## src/rtl/alu_pkg.sv

```systemverilog
// Shared definitions for the accumulator sequencer and its 4-bit ALU.
//   DW       : datapath width (4 bits)
//   OP_*     : command opcodes; 000-100 double as the ALU select encoding
//   state_t  : sequencer state encoding (IDLE, EXEC, MUL, RESP)
package alu_pkg;

  localparam int DW = 4;

  localparam logic [2:0] OP_ADD  = 3'b000;
  localparam logic [2:0] OP_SUB  = 3'b001;
  localparam logic [2:0] OP_AND  = 3'b010;
  localparam logic [2:0] OP_OR   = 3'b011;
  localparam logic [2:0] OP_XOR  = 3'b100;
  localparam logic [2:0] OP_LOAD = 3'b101;
  localparam logic [2:0] OP_MUL  = 3'b110;
  localparam logic [2:0] OP_CLR  = 3'b111;

  typedef enum logic [1:0] {
    ST_IDLE = 2'd0,
    ST_EXEC = 2'd1,
    ST_MUL  = 2'd2,
    ST_RESP = 2'd3
  } state_t;

endpackage

```

## src/rtl/alu_4bits.sv

```systemverilog
// Combinational 4-bit ALU.
//   sel    in  3 : 000 ADD, 001 SUB, 010 AND, 011 OR, 100 XOR (others give 0)
//   a, b   in  4 : operands
//   result out 4 : low 4 bits of the operation
//   carry  out 1 : ADD carry-out / SUB borrow (bit 4 of the 5-bit a-b); 0 for logic ops
//   zero   out 1 : result == 0
module alu_4bits
  import alu_pkg::*;
(
  input  logic [2:0]    sel,
  input  logic [DW-1:0] a,
  input  logic [DW-1:0] b,
  output logic [DW-1:0] result,
  output logic          carry,
  output logic          zero
);

  logic [DW:0] wide;

  always_comb begin
    wide = '0;
    case (sel)
      OP_ADD:  wide = {1'b0, a} + {1'b0, b};
      OP_SUB:  wide = {1'b0, a} - {1'b0, b};
      OP_AND:  wide = {1'b0, a & b};
      OP_OR:   wide = {1'b0, a | b};
      OP_XOR:  wide = {1'b0, a ^ b};
      default: wide = '0;
    endcase
    result = wide[DW-1:0];
    carry  = wide[DW];
    zero   = (wide[DW-1:0] == '0);
  end

endmodule

```

## src/rtl/alu_acc_sequencer.sv

```systemverilog
// Accumulator command sequencer around alu_4bits.
// Handshakes: a transfer happens on a rising edge where valid && ready are both
// high; the producer keeps its payload stable while valid is high and not yet
// accepted. Commands use cmd_valid/cmd_ready, responses use rsp_valid/rsp_ready.
//   clk, rst            : clock, asynchronous active-high reset
//   cmd_valid/cmd_ready : command handshake (cmd_ready only in IDLE, rst low)
//   cmd_op, cmd_b       : opcode and operand B, sampled at the handshake
//   rsp_valid/rsp_ready : response handshake
//   rsp_carry, rsp_zero : flags of the last completed command
//   acc                 : accumulator
//   busy                : state is not IDLE
module alu_acc_sequencer
  import alu_pkg::*;
(
  input  logic          clk,
  input  logic          rst,
  input  logic          cmd_valid,
  output logic          cmd_ready,
  input  logic [2:0]    cmd_op,
  input  logic [DW-1:0] cmd_b,
  output logic          rsp_valid,
  input  logic          rsp_ready,
  output logic          rsp_carry,
  output logic          rsp_zero,
  output logic [DW-1:0] acc,
  output logic          busy
);

  state_t        state;
  logic [2:0]    op_q;
  logic [DW-1:0] b_q;
  logic [DW-1:0] mcand;
  logic [DW-1:0] cnt;
  logic [DW-1:0] prod;
  logic          sticky;

  logic [2:0]    alu_sel;
  logic [DW-1:0] alu_a;
  logic [DW-1:0] alu_b;
  logic [DW-1:0] alu_result;
  logic          alu_carry;
  logic          alu_zero_unused;  // rsp_zero is taken from the new accumulator

  logic [DW-1:0] exec_acc;
  logic          exec_carry;

  // MUL reuses the adder: prod accumulates mcand once per remaining count.
  always_comb begin
    alu_sel = op_q;
    alu_a   = acc;
    alu_b   = b_q;
    if (state == ST_MUL) begin
      alu_sel = OP_ADD;
      alu_a   = prod;
      alu_b   = mcand;
    end
  end

  alu_4bits u_alu (
    .sel    (alu_sel),
    .a      (alu_a),
    .b      (alu_b),
    .result (alu_result),
    .carry  (alu_carry),
    .zero   (alu_zero_unused)
  );

  always_comb begin
    exec_acc   = alu_result;
    exec_carry = alu_carry;
    case (op_q)
      OP_LOAD: begin
        exec_acc   = b_q;
        exec_carry = 1'b0;
      end
      OP_CLR: begin
        exec_acc   = '0;
        exec_carry = 1'b0;
      end
      default: ;
    endcase
  end

  assign cmd_ready = (state == ST_IDLE) && !rst;

  always_ff @(posedge clk or posedge rst) begin
    if (rst) begin
      state     <= ST_IDLE;
      op_q      <= OP_ADD;
      b_q       <= '0;
      mcand     <= '0;
      cnt       <= '0;
      prod      <= '0;
      sticky    <= 1'b0;
      acc       <= '0;
      rsp_carry <= 1'b0;
      rsp_zero  <= 1'b1;
      rsp_valid <= 1'b0;
      busy      <= 1'b0;
    end else begin
      case (state)
        ST_IDLE: begin
          if (cmd_valid) begin
            op_q <= cmd_op;
            b_q  <= cmd_b;
            busy <= 1'b1;
            if (cmd_op == OP_MUL) begin
              mcand  <= acc;
              cnt    <= cmd_b;
              prod   <= '0;
              sticky <= 1'b0;
              state  <= ST_MUL;
            end else begin
              state <= ST_EXEC;
            end
          end
        end
        ST_EXEC: begin
          acc       <= exec_acc;
          rsp_carry <= exec_carry;
          rsp_zero  <= (exec_acc == '0);
          rsp_valid <= 1'b1;
          state     <= ST_RESP;
        end
        ST_MUL: begin
          if (cnt != '0) begin
            prod   <= alu_result;
            sticky <= sticky | alu_carry;
            cnt    <= cnt - 1'b1;
          end else begin
            acc       <= prod;
            rsp_carry <= sticky;
            rsp_zero  <= (prod == '0);
            rsp_valid <= 1'b1;
            state     <= ST_RESP;
          end
        end
        ST_RESP: begin
          if (rsp_ready) begin
            rsp_valid <= 1'b0;
            busy      <= 1'b0;
            state     <= ST_IDLE;
          end
        end
        default: state <= ST_IDLE;
      endcase
    end
  end

endmodule

```

## config.mk

```make
export PLATFORM = sky130hd
export DESIGN_NAME = alu_acc_sequencer
export DESIGN_NICKNAME = d
export VERILOG_FILES = /design/src/rtl/alu_pkg.sv /design/src/rtl/alu_4bits.sv /design/src/rtl/alu_acc_sequencer.sv
export SDC_FILE = /design/constraint.sdc
export NUM_CORES = 1
export LEC_CHECK = 0
export ABC_AREA = 1
export BUFFER_PORTS_ARGS = -buffer_cell sky130_fd_sc_hd__buf_2
export CAP_MARGIN = 20
export CORE_UTILIZATION = 45
export CTS_BUF_LIST = sky130_fd_sc_hd__clkbuf_8
export DETAILED_ROUTE_END_ITERATION = 10
export GPL_ROUTABILITY_DRIVEN = 0
export PLACE_DENSITY = 0.66
export SYNTH_ARGS = -nofsm -noshare
export SYNTH_HDL_FRONTEND = slang
export SYNTH_SLANG_ARGS = --single-unit
```

## constraint.sdc

```tcl
create_clock -name clk -period 2.5 [get_ports clk]
set_clock_uncertainty 0.05 [all_clocks]
set_input_delay 0.125 -clock clk [delete_from_list [all_inputs] [get_ports clk]]
set_output_delay 0.125 -clock clk [all_outputs]
set_load 0.02 [all_outputs]
```

Word-level counts from Yosys, hierarchy flattened
Cells that the tools add are included.

operators by class
  bitwise logic cells = 4
  add/subtract/negate cells = 3
  reduce and logical (&&, ||, !) cells = 19
  muxes and demuxes = 34
  equality and inequality tests = 15

operators by type and width
  cell                   number
  $mux W4                9
  $pmux W4 S2            4
  $pmux W5 S5            1
  $eq A3 B3 Y1 const B   4
  $reduce_and A3 Y1      4
  $mux W1                9
  $logic_not A4 Y1       2
  $mux W2                4
  $pmux W1 S2            4
  $pmux W2 S4            1
  $eq A3 B2 Y1 const B   2
  $ne A2 B2 Y1 const B   3
  $reduce_bool A2 Y1     3
  $add A4 B4 Y5          1
  $sub A4 B4 Y5          1
  $and A4 B4 Y4          1
  $eq A2 B2 Y1 const B   2
  $ne A2 B1 Y1 const B   2
  $or A4 B4 Y4           1
  $reduce_and A2 Y1      2
  $reduce_and A4 Y1      1
  $reduce_bool A4 Y1     1
  $sub A4 B1 Y4 const B  1
  $xor A4 B4 Y4          1
  11 further kinds       11

word-level totals
  register bits = 30
  output and inout port bits = 9
  word-level logic and storage cells = 87
  input port bits = 11

Depth between registers and ports, before layout
Gate-level depths: netlist (run 1).

  depth in word-level cells = 7
  mapped depth = 21
  gate-level depth less buffers = 21

By module
A second synthesis (run 1) with hierarchy kept.

second synthesis, totals
  cells, all modules = 307
  area, all modules = 2175.8 µm²

by module, submodules not included
  module             seq. area each (µm²)  times used  cells each  area each (µm²)
  alu_acc_sequencer  752.0                 1           214         1617.8
  alu_4bits          0.0                   1           93          558.0

Worst setup path before layout (run 1)
Ideal clock, no wire load.

  path kind = register -> register
  start = register state[0]
  end = register rsp_zero
  setup time = 0.068 ns
  data arrival time = 2.685 ns
  data required time = 2.382 ns
  cell stages (with the launch flop) = 21
  period minus slack after synthesis = 2.803 ns
  path buffers = 0
  setup slack = -0.303 ns
  path through = dfrtp_1 inv_1 ha_1 nand2_1 o21ai_1 inv_1 nand2_1 nand2_1 a21oi_1 nor2_1 fa_1 xor2_1 nand2_1 nand2_1 nor2_1 nor2_1 nor2_1 nand2_1 nor2_1 nand2_1 a21oi_2

on the way
  cells in the longest elaborated chain, start to end = 7
  elaborated cells on any way between the ends = 22
  classes of those cells = 2 x add/sub; 7 x eq/ne; 6 x mux; 3 x bitwise; 4 x reduce/logical

ends and longest elaborated chain
  item                                         RTL line                                           text
  start: declaration                           alu_acc_sequencer.sv:29                            state_t state;
  start signal: assignment                     alu_acc_sequencer.sv:88                            state <= ST_IDLE;
  start signal: assignment                     alu_acc_sequencer.sv:112                           state <= ST_MUL;
  start signal: assignment                     alu_acc_sequencer.sv:114                           state <= ST_EXEC;
  $eq A2 B2 Y1                                 alu_acc_sequencer.sv:52, alu_acc_sequencer.sv:101
  $mux W4 / $mux W3 (equally long branches)    alu_acc_sequencer.sv:52                            if (state == ST_MUL) begin
  $sub A4 B4 Y5, or another cell as far along  alu_4bits.sv:24                                    OP_SUB: wide = {1'b0, a} - {1'b0, b};
  $pmux W5 S5                                  alu_4bits.sv:22                                    case (sel)
  $pmux W4 S2                                  alu_acc_sequencer.sv:71                            case (op_q)
  $logic_not A4 Y1                             alu_acc_sequencer.sv:121                           rsp_zero <= (exec_acc == '0);
  $pmux W1 S2                                  alu_acc_sequencer.sv:101                           case (state)
  end signal: assignment                       alu_acc_sequencer.sv:121
  end signal: assignment                       alu_acc_sequencer.sv:133                           rsp_zero <= (prod == '0);
  end: declaration                             alu_acc_sequencer.sv:24                            output logic rsp_zero,

Parallel ways exist; a longest one is shown, timed or not.
A chain may end at the register's enable or synchronous reset.

Worst setup path after layout (run 1)
Ends and elaborated chain as after synthesis.

==> qor.txt, run 1 <==
Grt total ovfl - 0
Avg WL per Cell - 13.8 µm
Final wirelength - 5590 µm
CP Capture Type - flop
Clk slew on worst S/H paths - 0.07 ns
FFs w/ async S/R, synth - 100%
Worst Path Required - 2.67 ns
F_max - 378 MHz
1st-iter DRT viols - 114
Row cnt - 24
Clock root cell - clkbuf_8
Die Span Y - 71.2 µm
CP Class - reg2reg
Placed instance area - 2590 µm²
Antenna Nets Post-Route - 0
Ant diodes - 0
Yosys top cell by area - dfrtp_1
Max Cap Viol - 0
I/O Pins - 20
Crit-path max FO - 7
Cell with the most instances after synthesis - nand2_1
Post-synth EDFFs - 0
Worst Max-Slew Pin Slew - 0.673 ns
Post-Syn Nets - 315
Synth Instances - 288
Critical path arrival - 2.81 ns
Die Wd - 71.2 µm
Die area - 5070 µm²
Yosys warnings - 0
Post-route cell area - 2850 µm²
IO Port Bufs - 19
Main flop type after synthesis - dfrtp_1
Drt first pass iters - 4
Synth Register Bits - 30
Synth area leaders - dfrtp_1 (34%), nand2_1 (9.4%), ha_1 (8.7%)
Fin Setup TNS - -0.358 ns
Total track usage - 23.6%
Worst-Skew Late Latency - 0.28 ns
Num CTS Buffers - 5
Min-delay src - cmd_op[0]
Post-Syn Area - 2160 µm²
Drc violations - 0
First-pass GRT wire length - 9140 µm
Clock Sinks - 30
Vias in the first global route - 1946
RSZ-0062 raised after global routing - true
Minimum clock period - 2.65 ns
Starting Density - 48.2%
Relative slew slack - 55.1%
Core Region - 4470 µm²
Area Growth Syn to Fin - 32.0%
Max Root-Sink Buffers - 2
CTS tree - done
Hold Violations, Final - 0
Largest net degree at the start of global routing - 18
CTS HTree Levels - 2
Status - finished, violations left
Synth unique cells - 39
Share of the synthesized area in the top cell type - 33.6%
Final net count - 379
Final Max Slew Viols - 0
Share of layout cells above drive strength 1 - 35.7%
Mean post-synth cell area - 7.49 µm²
Initial antenna violation count - 0
Crit path from - state[0]$_DFFE_PP0P_
Seq/Total Area, Yosys - 34.9%
Synth top cells by count - nand2_1 (54), inv_1 (41), nor2_1 (32)
Detailed placer's ending HPWL - 4270 µm
Final WS setup - -0.147 ns
HP Class - in2reg
Failing checks - negative setup slack
Tcrit/Tclk final - 106%
Setup violations, final - 6
Vias per inst - 5.20
Worst setup SP type - flop
Reg-to-Reg Start - state[0]$_DFFE_PP0P_
Vias - 2108
cells by family (layout without fill, tap and decap cells):
| logic type | Yosys count | after routing | share of synthesized area, % |
|---|---|---|---|
| flip-flops | 30 | 30 | 34.9 |
| XOR/XNOR | 4 | 4 | 1.62 |
| AND/OR/NAND/NOR | 121 | 121 | 25.7 |
| buffers and inverters | 51 | 116 | 9.69 |
| multiplexers | 1 | 1 | 0.522 |
| AO/OA/AOI/OAI | 65 | 65 | 18.0 |
| adder cells (fa/ha/maj) | 16 | 16 | 9.63 |
path summary, 6_finish.rpt:
path	slack (ns)	depth (start not counted)	to
worst min-delay path	0.06	2	op_q[0]$_DFFE_PP0P_
worst min register to register	0.45	1	rsp_valid$_DFFE_PP0P_
min in group asynchronous	0.46	3	mcand[3]$_DFFE_PP0P_
worst max-delay path	-0.15	18	rsp_zero$_DFFE_PP1P_
max in group asynchronous	1.28	4	state[1]$_DFFE_PP0P_
worst max register to register	-0.15	18	rsp_zero$_DFFE_PP1P_
routing by layer:
metal / global-route usage [%] / vias to the layer above / wire, µm
li1: - / 1065 / -
met1: 31.7 / 972 / 2580
met2: 38.9 / 64 / 2690
met3: 4.92 / 7 / 259
met4: 6.00 / 0 / 53
met5: 0 / - / 0
timing repair:
item,in CTS,in global routing
gates resized for setup,11,14
setup endpoints to repair,8,10
hold endpoints to repair,15,0
pin swaps,4,9
setup buffers,4,3
hold buffers,1,0
final cells by class:
class | count | area, µm²
well taps | 52 | 65.1
flip-flops and latches | 30 | 753
repair buffers | 60 | 405
inverters | 48 | 185
clock buffers | 6 | 82.6
multi-input cells | 207 | 1340
clock inverters | 2 | 12.5
fillers | 384 | 1630
cell usage in the layout (no fill, tap or decap), types with 2 or more instances in the layout:
master | netlist | final
o21ai_2 | 4 | 4
ha_4 | 0 | 3
nor2_1 | 32 | 31
xor2_1 | 4 | 3
buf_4 | 0 | 40
dfrtp_1 | 29 | 28
buf_2 | 0 | 19
a22o_1 | 3 | 3
a21oi_2 | 5 | 8
o21ai_1 | 4 | 7
clkbuf_8 | 0 | 6
or2_2 | 2 | 2
nand3_1 | 13 | 11
inv_2 | 6 | 7
nand4_1 | 2 | 2
nor2_4 | 1 | 3
nor2_2 | 5 | 4
o21ai_0 | 28 | 23
nand2_1 | 54 | 46
a21oi_1 | 14 | 11
ha_1 | 15 | 12
nand3_2 | 1 | 2
nand2_4 | 2 | 4
nand2_2 | 3 | 9
inv_1 | 41 | 39
inv_4 | 1 | 2
a22oi_1 | 2 | 2
o21ai_4 | 0 | 2
per-stage QoR:
stage	setup slack (ns)	cells	util, %	hold WS, ns
after floorplan	0.00603	288	-	0.165
after global placement	-0.0418	389	58.0	0.208
after detailed placement	-0.128	389	58.0	0.214
after CTS	-0.0919	402	62.1	0.0541
after global routing	-0.319	405	63.6	0.0503
final	-0.147	405	63.6	0.0591
critical path, stage by stage (launching register included):
cell and delay, ns:
dfrtp_1 0.39, inv_2 0.10, ha_4 0.23, buf_4 0.15
buf_4 0.13, nor2_4 0.04, nor2_4 0.10, nand2_2 0.09
fa_2 0.39, xor2_1 0.17, nand2_1 0.08, nand2_2 0.07
nor2_1 0.10, nor2_1 0.06, nor2_1 0.08, nand2_1 0.06
nor2_1 0.11, nand2_1 0.07, a21oi_2 0.11
state kept, by name (all words and copies together), names as in the netlist, 2 cells and up:
signal and cells:
b_q 4, op_q 3, prod 4, mcand 4, cnt 4, acc 4, state 2
Power of run 1 is not shown: default switching activity piles up to over one toggle a cycle in this logic, so the estimate is an artifact.
==> inputs of run 2 (changes only) <==
--- a/config.mk
+++ b/config.mk
@@ -12,6 +12,8 @@
 export CTS_BUF_LIST = sky130_fd_sc_hd__clkbuf_8
 export DETAILED_ROUTE_END_ITERATION = 10
 export GPL_ROUTABILITY_DRIVEN = 0
+export GPL_TIMING_DRIVEN = 1
+export MAX_ROUTING_LAYER = met4
 export PLACE_DENSITY = 0.66
 export SYNTH_ARGS = -nofsm -noshare
 export SYNTH_HDL_FRONTEND = slang
==> qor.txt, run 2 (same netlist as run 1, synthesis figures left out) <==
Vias - 2139 (+1.5%)
Area Growth Syn to Fin - 32.0% (unchanged)
Crit path from - state[0]$_DFFE_PP0P_
Avg WL per Cell - 13.8 µm (+0.23%)
Share of layout cells above drive strength 1 - 35.7% (unchanged)
HP Class - in2reg
Vias per inst - 5.28 (+1.5%)
Starting Density - 48.2% (unchanged)
Inst Count DP - 389 (unchanged)
Tcrit/Tclk final - 106% (about the same)
Post-route insts no fill - 405 (unchanged)
Largest net degree at the start of global routing - 18 (unchanged)
Layout fillers - 384 (unchanged)
Critical path arrival - 2.81 ns (about the same)
Reg-to-Reg Start - state[0]$_DFFE_PP0P_
Min-Delay Path Depth - 2 (unchanged)
I/O Pins - 20 (unchanged)
Minimum clock period - 2.65 ns (+0.000675 ns)
First-pass GRT wire length - 9110 µm (-0.23%)
Antenna Nets Post-Route - 0 (unchanged)
Clock root cell - clkbuf_8
Die Wd - 71.2 µm (unchanged)
Failing checks - negative setup slack
Die Span Y - 71.2 µm (unchanged)
Crit-path max FO - 7 (unchanged)
Ant diodes - 0 (unchanged)
IO Port Bufs - 19 (unchanged)
CTS tree - done
Worst setup endpoint - rsp_zero$_DFFE_PP1P_
Detailed placer's ending HPWL - 4270 µm (unchanged)
Setup violations, final - 6 (unchanged)
Max Cap Viol - 0 (unchanged)
Drc violations - 0 (unchanged)
Row cnt - 24 (unchanged)
Most frequent cells in the layout - nand2_1 (46), buf_4 (40), inv_1 (39), nor2_1 (31), dfrtp_1 (28)
Relative slew slack - 53.4% (-1.7 points)
Grt total ovfl - 0 (unchanged)
Num CTS Buffers - 5 (unchanged)
Worst-Skew Late Latency - 0.28 ns (about the same)
RSZ-0062 raised after global routing - true
R2R Path End - rsp_zero$_DFFE_PP1P_
FF-to-FF path depth - 18 (unchanged)
Hold Violations, Final - 0 (unchanged)
Final wirelength - 5600 µm (+0.23%)
Reg-to-reg slack, setup - -0.15 ns (about the same)
Register area - 753 µm² (unchanged)
Worst Max-Slew Pin Slew - 0.699 ns (+0.0256 ns)
1st-iter DRT viols - 133 (+17%)
Clk slew on worst S/H paths - 0.07 ns (about the same)
Drt first pass iters - 4 (unchanged)
Core Region - 4470 µm² (unchanged)
Final WS setup - -0.147 ns (-0.000675 ns)
Worst setup SP type - flop
Clock Sinks - 30 (unchanged)
CP Class - reg2reg
CP Capture Type - flop
F_max - 378 MHz (about the same)
Status - finished, violations left
Die area - 5070 µm² (unchanged)
Final net count - 379 (unchanged)
Final Max Slew Viols - 0 (unchanged)
Hold_ws - 0.0590 ns (-0.0000599 ns)
Commonest non-fill, non-tap cell in the layout - nand2_1
Initial antenna violation count - 0 (unchanged)
CTS HTree Levels - 2 (unchanged)
Total track usage - 24.2% (+0.60 points)
Max Root-Sink Buffers - 2 (unchanged)
Worst Path Required - 2.67 ns (about the same)
Vias in the first global route - 1953 (+0.36%)
Area of the multi-input gates - 1340 µm² (unchanged)
Pre-CTS setup slack - -0.128 ns (unchanged)
==> run 2: what timing repair did <==
item | CTS | global route
pin swaps | 4 | 9
hold buffers | 1 | 0
gates resized for setup | 11 | 14
buffers inserted | 4 | 3
hold endpoints to repair | 15 | 0
setup endpoints to repair | 8 | 10
==> run 2: per-stage QoR <==
stage / setup TNS [ns] / cell area [µm²] / util [%]
finish: -0.364 / 2850 / 63.6
global placement: -0.0643 / 2590 / 58.0
global route: -1.80 / 2850 / 63.6
floorplan: 0 / 2210 / -
detailed placement: -0.432 / 2590 / 58.0
CTS: -0.165 / 2780 / 62.1
==> run 2: area by class of cell <==
type                       instances  share of cell area (%)
clock inverter                     2                   0.440
multi-input combinational        207                    47.2
tap                               52                    2.29
inverter                          48                    6.51
timing repair buffer              60                    14.2
sequential                        30                    26.5
clock buffer                       6                    2.90
==> run 2: how the worst min path moves through the flow <==
stage / from / to
after global routing: cmd_op[0] / op_q[0]$_DFFE_PP0P_
after CTS: cmd_op[0] / op_q[0]$_DFFE_PP0P_
final: cmd_op[0] / op_q[0]$_DFFE_PP0P_
after global placement: rst / rsp_valid$_DFFE_PP0P_
after floorplan: rst / acc[0]$_DFFE_PP0P_
after detailed placement: rst / rsp_valid$_DFFE_PP0P_
==> run 2: routing by layer <==
| metal | vias to the layer above | GRT usage, % | wire length (µm) |
|---|---|---|---|
| met3 | 9 | 4.50 | 213 |
| met2 | 54 | 38.8 | 2690 |
| met1 | 1006 | 31.7 | 2630 |
| met4 | 0 | 6.00 | 66 |
| met5 | - | - | 0 |
| li1 | 1070 | - | - |
==> run 2: critical path, cell delays in order (launching register included) <==
cell and delay [ns]:
dfrtp_1 0.39, inv_2 0.10, ha_4 0.23, buf_4 0.15
buf_4 0.13, nor2_4 0.04, nor2_4 0.10, nand2_2 0.09
fa_2 0.39, xor2_1 0.17, nand2_1 0.08, nand2_2 0.07
nor2_1 0.10, nor2_1 0.06, nor2_1 0.08, nand2_1 0.06
nor2_1 0.11, nand2_1 0.07, a21oi_2 0.11
Power of run 2 is left out for the same reason.
==> inputs of run 3 (changes only) <==
--- a/config.mk
+++ b/config.mk
@@ -8,13 +8,15 @@
 export ABC_AREA = 1
 export BUFFER_PORTS_ARGS = -buffer_cell sky130_fd_sc_hd__buf_2
 export CAP_MARGIN = 20
-export CORE_UTILIZATION = 45
+export CELL_PAD_IN_SITES_DETAIL_PLACEMENT = 0
+export CELL_PAD_IN_SITES_GLOBAL_PLACEMENT = 1
+export CORE_UTILIZATION = 41
 export CTS_BUF_LIST = sky130_fd_sc_hd__clkbuf_8
 export DETAILED_ROUTE_END_ITERATION = 10
 export GPL_ROUTABILITY_DRIVEN = 0
 export GPL_TIMING_DRIVEN = 1
 export MAX_ROUTING_LAYER = met4
-export PLACE_DENSITY = 0.66
+export PLACE_DENSITY = 0.78
 export SYNTH_ARGS = -nofsm -noshare
 export SYNTH_HDL_FRONTEND = slang
 export SYNTH_SLANG_ARGS = --single-unit
==> qor.txt, run 3 (same netlist as run 1, synthesis figures left out) <==
Status - finished, violations left
Failing checks - negative setup slack
Core Region - 5070 µm² (+13%)
IO Port Bufs - 19 (unchanged)
Ant diodes - 0 (unchanged)
Clock Sinks - 30 (unchanged)
Area Growth Syn to Fin - 41.8%
Starting Density - 42.5% (-5.7 points)
Initial antenna violation count - 0 (unchanged)
Slowest-stage cell, CP - dfrtp_1
Final wirelength - 6050 µm (+8.0%)
Worst setup SP type - flop
Largest net degree at the start of global routing - 17 (-1)
Critical path arrival - 2.78 ns (-0.03 ns)
Grt total ovfl - 0 (unchanged)
Detailed placer's ending HPWL - 4590 µm (+7.5%)
Num CTS Buffers - 5 (unchanged)
CP Capture Type - flop
Vias per inst - 4.93 (-6.6%)
Die Wd - 74.5 µm (+4.6%)
Final net count - 389 (+2.6%)
Clock root cell - clkbuf_8
Die Span Y - 74.5 µm (+4.6%)
CP Cell Sequence - inv_2, ha_4, inv_4, nand2_4, nand3_4, nand2_4, buf_6, xor2_4, ha_4, buf_6, a21oi_4, nand2_1, nand2_1, nand3_2, nand2_2, nand2_1, nand2_1, nand2_1, a21oi_2
Layout fillers - 487 (+27%)
Most used cell, CP - nand2_1
Worst Path Required - 2.67 ns (about the same)
Drc violations - 0 (unchanged)
Share of layout cells above drive strength 1 - 40.5% (+4.8 points)
Crit-path max cell delay - 0.40 ns (about the same)
Worst-Skew Late Latency - 0.29 ns (about the same)
Total track usage - 25.1% (+0.88 points)
Drt first pass iters - 4 (unchanged)
Commonest non-fill, non-tap cell in the layout - buf_4
Post-route insts no fill - 433 (+6.9%)
Worst Max-Slew Pin Slew - 0.568 ns (-0.131 ns)
Hold Violations, Final - 0 (unchanged)
Most frequent cells in the layout - buf_4 (47), nand2_1 (44), inv_1 (36), nor2_1 (30), dfrtp_1 (28)
Die area - 5560 µm² (+9.5%)
Minimum clock period - 2.61 ns (-0.0391 ns)
Antenna Nets Post-Route - 0 (unchanged)
Setup violations, final - 6 (unchanged)
F_max - 383 MHz (+1.5%)
Avg WL per Cell - 14.0 µm (+1.0%)
Final WS setup - -0.108 ns (+0.0391 ns)
Crit-path max FO - 7 (unchanged)
RSZ-0062 raised after global routing - true
I/O Pins - 20 (unchanged)
Tcrit/Tclk final - 104% (-1.6 points)
CTS tree - done
Clk slew on worst S/H paths - 0.07 ns (about the same)
Relative slew slack - 62.1% (+8.7 points)
Final Max Slew Viols - 0 (unchanged)
1st-iter DRT viols - 120 (-9.8%)
Row cnt - 26 (+8.3%)
Inst Count DP - 408 (+4.9%)
Vias - 2135 (-0.19%)
Max Cap Viol - 0 (unchanged)
CTS HTree Levels - 2 (unchanged)
Max Root-Sink Buffers - 2 (unchanged)
CP Class - reg2reg
HP Class - in2reg
First-pass GRT wire length - 9810 µm (+7.6%)
Fin util - 60.3% (-3.3 points)
Vias in the first global route - 2041 (+4.5%)
run 3: changes by cell type in the layout (fill, tap and decap cells not counted), moves of 3 or more:
cell,before,now
inv_1,39,36
a21oi_4,0,3
buf_4,40,47
inv_2,7,10
buf_6,0,3
run 3: what timing repair did:
item / 4_1_cts / 5_1_grt
hold buffers: 1 / 0
setup endpoints to repair: 7 / 10
gates resized for setup: 25 / 18
endpoints found under the hold margin: 14 / 0
pin swaps: 19 / 15
setup buffers: 11 / 6
run 3: critical path, delay by kind of cell (launching register included):
family                   cells  cell delay [ns]
AO/OA/AOI/OAI                2             0.25
XOR/XNOR                     1             0.16
adder cells (fa/ha/maj)      2             0.47
buffers and inverters        4             0.42
flip-flops                   1             0.40
AND/OR/NAND/NOR             10             0.79
run 3: layout make-up:
class	instances	area [µm²]	area share (%)
Tap cell	70	87.6	2.86
Clock buffer	5	68.8	2.25
Timing Repair Buffer	70	492	16.1
Inverter	48	185	6.05
Multi-Input combinational cell	207	1430	46.8
Clock inverter	3	40.0	1.31
Sequential cell	30	753	24.6
run 3: layer usage:
layer,GRT usage [%],share of wire [%]
met1,30.1,43
met2,41.1,50
met3,4.61,3.4
met4,10.5,3.4
met5,-,0
run 3: through the flow:
step | TNS, ns | hold WS (ns) | worst slack [ns] | area (µm²)
floorplan | 0 | 0.165 | 0.00603 | 2210
global placement | -0.221 | 0.179 | -0.0594 | 2620
detailed placement | -0.584 | 0.174 | -0.121 | 2620
CTS | -0.203 | 0.0425 | -0.0663 | 2950
global route | -1.37 | 0.0412 | -0.276 | 3060
finish | -0.510 | 0.0441 | -0.108 | 3060
run 3: path summary, 6_finish.rpt:
path	end	slack (ns)	startpoint	cells past startpoint
max	acc[3]$_DFFE_PP0P_	-0.11	state[0]$_DFFE_PP0P_	19
min	op_q[0]$_DFFE_PP0P_	0.04	cmd_op[0]	2
max reg2reg	acc[3]$_DFFE_PP0P_	-0.11	state[0]$_DFFE_PP0P_	19
min reg2reg	rsp_valid$_DFFE_PP0P_	0.45	rsp_valid$_DFFE_PP0P_	1
max in group asynchronous	rsp_zero$_DFFE_PP1P_	1.31	rst	4
min in group asynchronous	state[0]$_DFFE_PP0P_	0.39	rst	3
Power of run 3 is left out for the same reason.
